### config.mk
export PLATFORM = sky130hd
export DESIGN_NAME = decl_check_arbiter
export DESIGN_NICKNAME = d
export VERILOG_FILES = /design/src/rtl/decl_pkg.sv /design/src/rtl/decl_check_arbiter_rr_pick.sv /design/src/rtl/decl_check_arbiter.sv
export SDC_FILE = /design/constraint.sdc
export NUM_CORES = 1
export LEC_CHECK = 0
export CORE_AREA = 2 2 119 121
export DETAILED_ROUTE_END_ITERATION = 10
export DIE_AREA = 0 0 121 123
export GPL_TIMING_DRIVEN = 0
export SYNTH_ARGS = -nofsm -noshare
export SYNTH_HDL_FRONTEND = slang
export SYNTH_HIERARCHICAL = 1
export SYNTH_SLANG_ARGS = --single-unit
### constraint.sdc
create_clock -name clk -period 5.7 [get_ports clk]
set_clock_uncertainty 0.05 [all_clocks]
set_input_delay 0.855 -clock clk [delete_from_list [all_inputs] [get_ports clk]]
set_output_delay 0.855 -clock clk [all_outputs]
set_load 0.02 [all_outputs]
### src/rtl/decl_pkg.sv
// decl_pkg: shared state encoding, character constants and checker enable level
// for the declaration-check arbiter.
package decl_pkg;
  typedef enum logic [1:0] {IDLE, LOCK, INJECT, WAIT} state_t;
  localparam logic [7:0] CH_SEMI  = 8'h3B;
  localparam logic [7:0] CH_SPACE = 8'h20;
  localparam logic [7:0] CH_TAB   = 8'h09;
  // The checker core advances only on edges where its enable equals CHK_EN.
  localparam logic CHK_EN = 1'b1;
endpackage

### src/rtl/decl_check_arbiter_rr_pick.sv
// rr_pick: round-robin selector, first requester at or above ptr, wrapping.
module rr_pick #(
  parameter int N_REQ = 4,
  parameter int IDW   = 2
) (
  input  logic [N_REQ-1:0] req,
  input  logic [IDW-1:0]   ptr,
  output logic [N_REQ-1:0] gnt,
  output logic [IDW-1:0]   idx,
  output logic             any
);
  always_comb begin
    idx = '0;
    any = 1'b0;
    // Scan from farthest to nearest so the nearest match wins.
    for (int k = N_REQ - 1; k >= 0; k--) begin
      if (req[(int'(ptr) + k) % N_REQ]) begin
        idx = IDW'((int'(ptr) + k) % N_REQ);
        any = 1'b1;
      end
    end
    gnt = any ? N_REQ'(1) << idx : '0;
  end
endmodule

### src/rtl/decl_check_arbiter.sv
// decl_check_arbiter: shares one declaration-checker core among N_REQ char streams,
// locking the grant for a whole statement and force-ending overlong ones.
module decl_check_arbiter
  import decl_pkg::*;
#(
  parameter int N_REQ   = 4,
  parameter int IDW     = 2,
  parameter int MAX_LEN = 64,
  parameter int CNT_W   = 8
) (
  input  logic               clk,
  input  logic               reset,
  input  logic [N_REQ-1:0]   req_valid,
  input  logic [8*N_REQ-1:0] req_char,
  output logic [N_REQ-1:0]   req_ready,
  output logic               chk_valid,
  output logic [7:0]         chk_char,
  input  logic               chk_out,
  output logic               res_valid,
  output logic [IDW-1:0]     res_id,
  output logic               res_ok,
  output logic               res_abort,
  input  logic [IDW-1:0]     cnt_sel,
  output logic [CNT_W-1:0]   cnt_val,
  output logic               busy
);
  localparam int LW = $clog2(MAX_LEN + 1);
  state_t state_q, state_d;
  logic [IDW-1:0] rr_ptr_q, rr_ptr_d, grant_q, grant_d, res_id_q, res_id_d, pick_idx;
  logic [N_REQ-1:0] grant_oh_q, grant_oh_d, pick_gnt;
  logic [LW-1:0] len_q, len_d;
  logic abort_q, abort_d, res_valid_q, res_valid_d, res_ok_q, res_ok_d, res_abort_q, res_abort_d;
  logic pick_any, xfer, ok;
  logic [7:0] cur_char;
  logic [CNT_W-1:0] cnt_q [N_REQ];
  logic [CNT_W-1:0] cnt_d [N_REQ];

  rr_pick #(.N_REQ(N_REQ), .IDW(IDW)) u_pick (
    .req(req_valid), .ptr(rr_ptr_q), .gnt(pick_gnt), .idx(pick_idx), .any(pick_any)
  );

  always_comb begin
    cur_char = req_char[8*int'(grant_q) +: 8];
    xfer = state_q == LOCK && req_valid[grant_q];
    ok = chk_out & ~abort_q;
    req_ready = state_q == LOCK ? grant_oh_q : '0;
    chk_valid = (state_q == INJECT || xfer) ? CHK_EN : ~CHK_EN;
    chk_char = state_q == INJECT ? CH_SEMI : state_q == LOCK ? cur_char : 8'h00;
    state_d = state_q;
    rr_ptr_d = rr_ptr_q;
    grant_d = grant_q;
    grant_oh_d = grant_oh_q;
    len_d = len_q;
    abort_d = abort_q;
    res_valid_d = 1'b0;
    res_id_d = res_id_q;
    res_ok_d = res_ok_q;
    res_abort_d = res_abort_q;
    cnt_d = cnt_q;
    case (state_q)
      IDLE: if (pick_any) begin
        grant_d = pick_idx;
        grant_oh_d = pick_gnt;
        rr_ptr_d = IDW'((int'(pick_idx) + 1) % N_REQ);
        len_d = '0;
        state_d = LOCK;
      end
      LOCK: if (xfer) begin
        len_d = cur_char == CH_SEMI ? len_q : len_q + 1'b1;
        state_d = cur_char == CH_SEMI ? WAIT : (int'(len_q) + 1 == MAX_LEN) ? INJECT : LOCK;
      end
      INJECT: begin
        abort_d = 1'b1;
        state_d = WAIT;
      end
      default: begin
        res_valid_d = 1'b1;
        res_id_d = grant_q;
        res_ok_d = ok;
        res_abort_d = abort_q;
        abort_d = 1'b0;
        state_d = IDLE;
        if (ok && cnt_q[grant_q] != '1) cnt_d[grant_q] = cnt_q[grant_q] + 1'b1;
      end
    endcase
  end

  always_ff @(posedge clk) begin
    if (reset) begin
      state_q <= IDLE;
      rr_ptr_q <= '0;
      grant_q <= '0;
      grant_oh_q <= '0;
      len_q <= '0;
      abort_q <= 1'b0;
      res_valid_q <= 1'b0;
      res_id_q <= '0;
      res_ok_q <= 1'b0;
      res_abort_q <= 1'b0;
      cnt_q <= '{default: '0};
    end else begin
      state_q <= state_d;
      rr_ptr_q <= rr_ptr_d;
      grant_q <= grant_d;
      grant_oh_q <= grant_oh_d;
      len_q <= len_d;
      abort_q <= abort_d;
      res_valid_q <= res_valid_d;
      res_id_q <= res_id_d;
      res_ok_q <= res_ok_d;
      res_abort_q <= res_abort_d;
      cnt_q <= cnt_d;
    end
  end

  assign res_valid = res_valid_q;
  assign res_id = res_id_q;
  assign res_ok = res_ok_q;
  assign res_abort = res_abort_q;
  assign cnt_val = cnt_q[cnt_sel];
  assign busy = state_q != IDLE;
endmodule
==> flow_results.org <==
** Timing
- For the pin with the worst max-slew slack, the measured transition is 0.715 ns.
- Relative slew slack :: 52.4%
- Count of final hold-check violations :: 0
- Static timing analysis puts the maximum clock frequency at 278 MHz.
- Total Negative Setup Slacks :: 0 ns
- Setup violation total in the final timing report :: 0
- The count of pins over their slew limit was 0.
- Final hold analysis gives a worst-case slack of 0.402 ns.
- After layout, the worst path uses 63.1% of the clock period.
- Setup repair after global routing left no endpoint under its margin.
- After layout, the worst setup slack is 2.10 ns.
- Final critical delay including setup and external delays :: ~3.6 ns

** Floorplan
- Site Rows :: 43
- In this run the standard cell core region covers 13,600 um^2.
- The initial utilization of the core area, before any placement, comes to 24.6%.
- The floorplan step defined a die boundary enclosing 14,900 um^2.
- The die is 123 um tall.
- During I/O placement, the number of pins put on the boundary was 68.
- Die width :: approximately 120 um

** Synthesis
- Synthesis-stage register bit count :: 55
- Of all cell types, the one taking the most synthesized area is sky130_fd_sc_hd__dfxtp_1.
- Post-synthesis compound-gate area fraction :: a little over a tenth
- Synth Area in Adders :: 1.12%
- Post-synth design cell area :: 3350 um^2
- Combinational family with the most area after synthesis :: multiplexers
- Register area share after synthesis :: about a third
- The number of nets in the synthesized netlist is 379.
- Summing the areas of all and, or, nand and nor instances in the mapped netlist gives 22.3% of the synthesized area.
- XOR/XNOR Fraction of Synth Area :: under 10%
- The synthesized design contains 0 enable-type register cells.
- The share of synthesized area in the top cell type comes to 32.9%.
- Top FF cell, synth :: sky130_fd_sc_hd__dfxtp_1
- Counting every instance in the synthesized netlist gives 335.
- Average cell area after synthesis :: 9.99 um^2
- Cell types occupying the most area after synthesis :: sky130_fd_sc_hd__dfxtp_1 (33%), sky130_fd_sc_hd__mux4_2 (14%), sky130_fd_sc_hd__nor2_1 (5.8%), sky130_fd_sc_hd__mux2i_1 (5.1%), sky130_fd_sc_hd__nand2_1 (4.5%)
- Mux cell area share after synthesis :: 22.6%
- Yosys printed 6 warnings.
- Synth cell types :: 54
- For this run, asynchronously set or reset flops after synthesis account for 0%.

** Global routing
- For this run, the total global-route usage over all layers was measured as 12.1%.
- The global routing stage identified its most utilized layer as met2.
- For met3 alone, demand over resource in global routing was ~2.2%.
- Antenna violations before repair :: 0
- Pin count of the biggest net entering global routing :: 17
- The total overflow left after global routing is 0.
- Global routing used 21.7% of the available met2 tracks.
- Met1 track utilization from global routing :: ~16%
- Via count of the first global-routing pass :: 2,751
- First-pass GRT wire length :: ~14,000 um

** Detailed routing
- Routed Wire Length :: around 9000 um
- Initial drt markers :: 132
- DRC violations left :: 0
- Via count :: between 2,000 and 3,000
- Dividing the detail-routed wire length by the instance count gives 15.3 um.
- For this run, the detailed router's first-pass iteration total came to 4.
- Via density per instance :: ~4.7
- DRT antenna net count :: 0

** Worst hold path
- Worst hold start :: grant_oh_q[1]
- The worst hold path terminates at grant_oh_q[1].
- The tightest min-delay check is of the flop to flop type.
- Hold Path Stages :: 2

** Placement
- The congestion estimate from routability-driven global placement came to ~0.86.
- Post-detail-place hpwl :: around 7000 um
- Prior to clock tree synthesis, the placed netlist has a worst setup slack of 2.10 ns.
- The count of buffers added on input and output ports is 64.

** Setup path
- R2R depth :: 11
- Worst EP required :: 4.80 ns
- Register-to-register setup slack :: 2.69 ns
- The worst setup path is captured at a primary output.
- In this run the critical register-to-register path is captured at cnt_q[23].
- The startpoint identified for the worst register-to-register timing path is grant_q[1].
- For the worst setup path, the data arrival time is 2.69 ns.
- Start-to-end type of the worst setup path :: input port to primary output
- Maximum net fanout on the critical path :: 7
- STA classifies the critical path startpoint as an input port.

** Finish
- The net count of the finished layout is 450.
- 0 antenna diodes ended up in the layout.
- From synthesis to final layout, the design area changed by 30.3%.
- Share of post-route cells with drive strength above 1 :: 13.8%

** CTS
- Post-CTS timing repair inserted 0 buffers for setup.
- After clock tree synthesis, the clock-pin slew on the worst setup and hold paths is 0.07 ns.
- Root buffer cell :: sky130_fd_sc_hd__clkbuf_16
- The clock passes through at most 2 buffers.
- Count of clock tree sinks :: 55
- Clock latency reported for the late side of the worst-skew pair :: 0.29 ns
- Clock buffer count from CTS :: 5
- Number of instances resized during post-cts repair :: 0
- CTS H-tree lvls :: 2
- TritonCTS built the clock tree.
- The number of hold buffers added after CTS was 0.

** Job
- The tool flagged a number of max-cap violations equal to 0.

** Power and ir drop
- Post-route total power :: 0.870 mW
- Ratio of total power to cell area :: 200 nW/um^2
- In this run the static leakage power is between 1 and 1.5 nW.
- VDD sags by at most 0.000119 V.

** Status
- The flow ran to the end, and the final reports show no timing, DRC or antenna violations.
[through the flow]
stage | util, % | cells | instance area [um^2]
detailed placement | 31.0 | 579 | 4210
global route | 32.0 | 586 | 4360
finish | 32.0 | 586 | 4360
floorplan | - | 335 | 3350
CTS | 32.0 | 586 | 4360
global placement | 31.0 | 579 | 4210
[flip-flops by register name, summed over array words and instances, names as in the netlist, 2 cells and up]
register / cells
rr_ptr_q: 2
grant_oh_q: 4
cnt_q: 32
res_id: 2
len_q: 7
grant_q: 2
state_q: 2
[worst max-delay path, cell delays in order]
cell	delay (ns)
sky130_fd_sc_hd__clkdlybuf4s50_1	0.54
sky130_fd_sc_hd__mux4_2	0.53
sky130_fd_sc_hd__nand2_1	0.15
sky130_fd_sc_hd__nand2_1	0.06
sky130_fd_sc_hd__clkdlybuf4s50_1	0.55
[layout make-up]
class	count	area, um^2
fillers	1379	9250
flip-flops and latches	55	1100
repair buffers	64	641
clock buffers	6	139
multi-input cells	252	1990
well taps	180	225
inverters	2	7.51
plain buffers	26	253
clock inverters	1	8.76
[cells by family (layout without fill, tap and decap cells)]
kind of cell	count (synthesis)	count (layout)
simple gates	142	142
compound gates	55	55
flops	55	55
mux	43	43
buf+inv	28	99
xor+xnor	9	9
fa+ha+maj	3	3
[power by group]
part | internal (mW) | switching, mW
clock | 0.174 | 0.136
combinational | 0.0871 | 0.0779
sequential | 0.389 | 0.00518
total | 0.651 | 0.219
[layout by cell type (no fill, tap or decap), drive strengths merged, types with 6 or more instances in the layout]
cell           Yosys  final
clkdlybuf4s50      0     64
xnor2              6      6
buf               12     12
dfxtp             55     55
and2              10     10
and3               6      6
clkbuf            13     19
a21oi             19     19
a211oi            17     17
nor2              52     52
nand3              8      8
mux4              25     25
nand2             40     40
mux2i             17     17
[synthesized netlist by cell type, types with 3 or more instances]
master	instances
sky130_fd_sc_hd__nand3_1	8
sky130_fd_sc_hd__mux4_1	3
sky130_fd_sc_hd__dfxtp_1	55
sky130_fd_sc_hd__xnor2_1	6
sky130_fd_sc_hd__a31oi_1	3
sky130_fd_sc_hd__xor2_1	3
sky130_fd_sc_hd__o21ai_1	3
sky130_fd_sc_hd__a21oi_1	19
sky130_fd_sc_hd__buf_6	7
sky130_fd_sc_hd__mux2i_1	17
sky130_fd_sc_hd__nand2_1	40
sky130_fd_sc_hd__clkbuf_8	4
sky130_fd_sc_hd__nor3_1	4
sky130_fd_sc_hd__nor2b_1	3
sky130_fd_sc_hd__nand2b_1	5
sky130_fd_sc_hd__nor2_1	52
sky130_fd_sc_hd__a211oi_1	17
sky130_fd_sc_hd__ha_1	3
sky130_fd_sc_hd__and3_1	4
sky130_fd_sc_hd__clkbuf_1	9
sky130_fd_sc_hd__and2_1	10
sky130_fd_sc_hd__buf_12	3
sky130_fd_sc_hd__mux4_2	21
[per-layer routing]
metal	vias up	routed length (um)
met2	59	4580
met5	-	0
met1	1338	4020
met3	8	333
met4	0	48
li1	1354	-
[how the worst max path moves through the flow]
stage                 startpoint          to  slack (ns)  cells after the start
floorplan             cnt_sel[1]  cnt_val[0]        2.91                      2
global placement    req_valid[0]   chk_valid        2.12                      5
detailed placement  req_valid[0]   chk_valid        2.10                      5
CTS                 req_valid[0]   chk_valid        2.10                      5
global route        req_valid[0]   chk_valid        2.03                      5
finish              req_valid[0]   chk_valid        2.10                      5
Note: power is estimated with default switching activity, not from simulation.
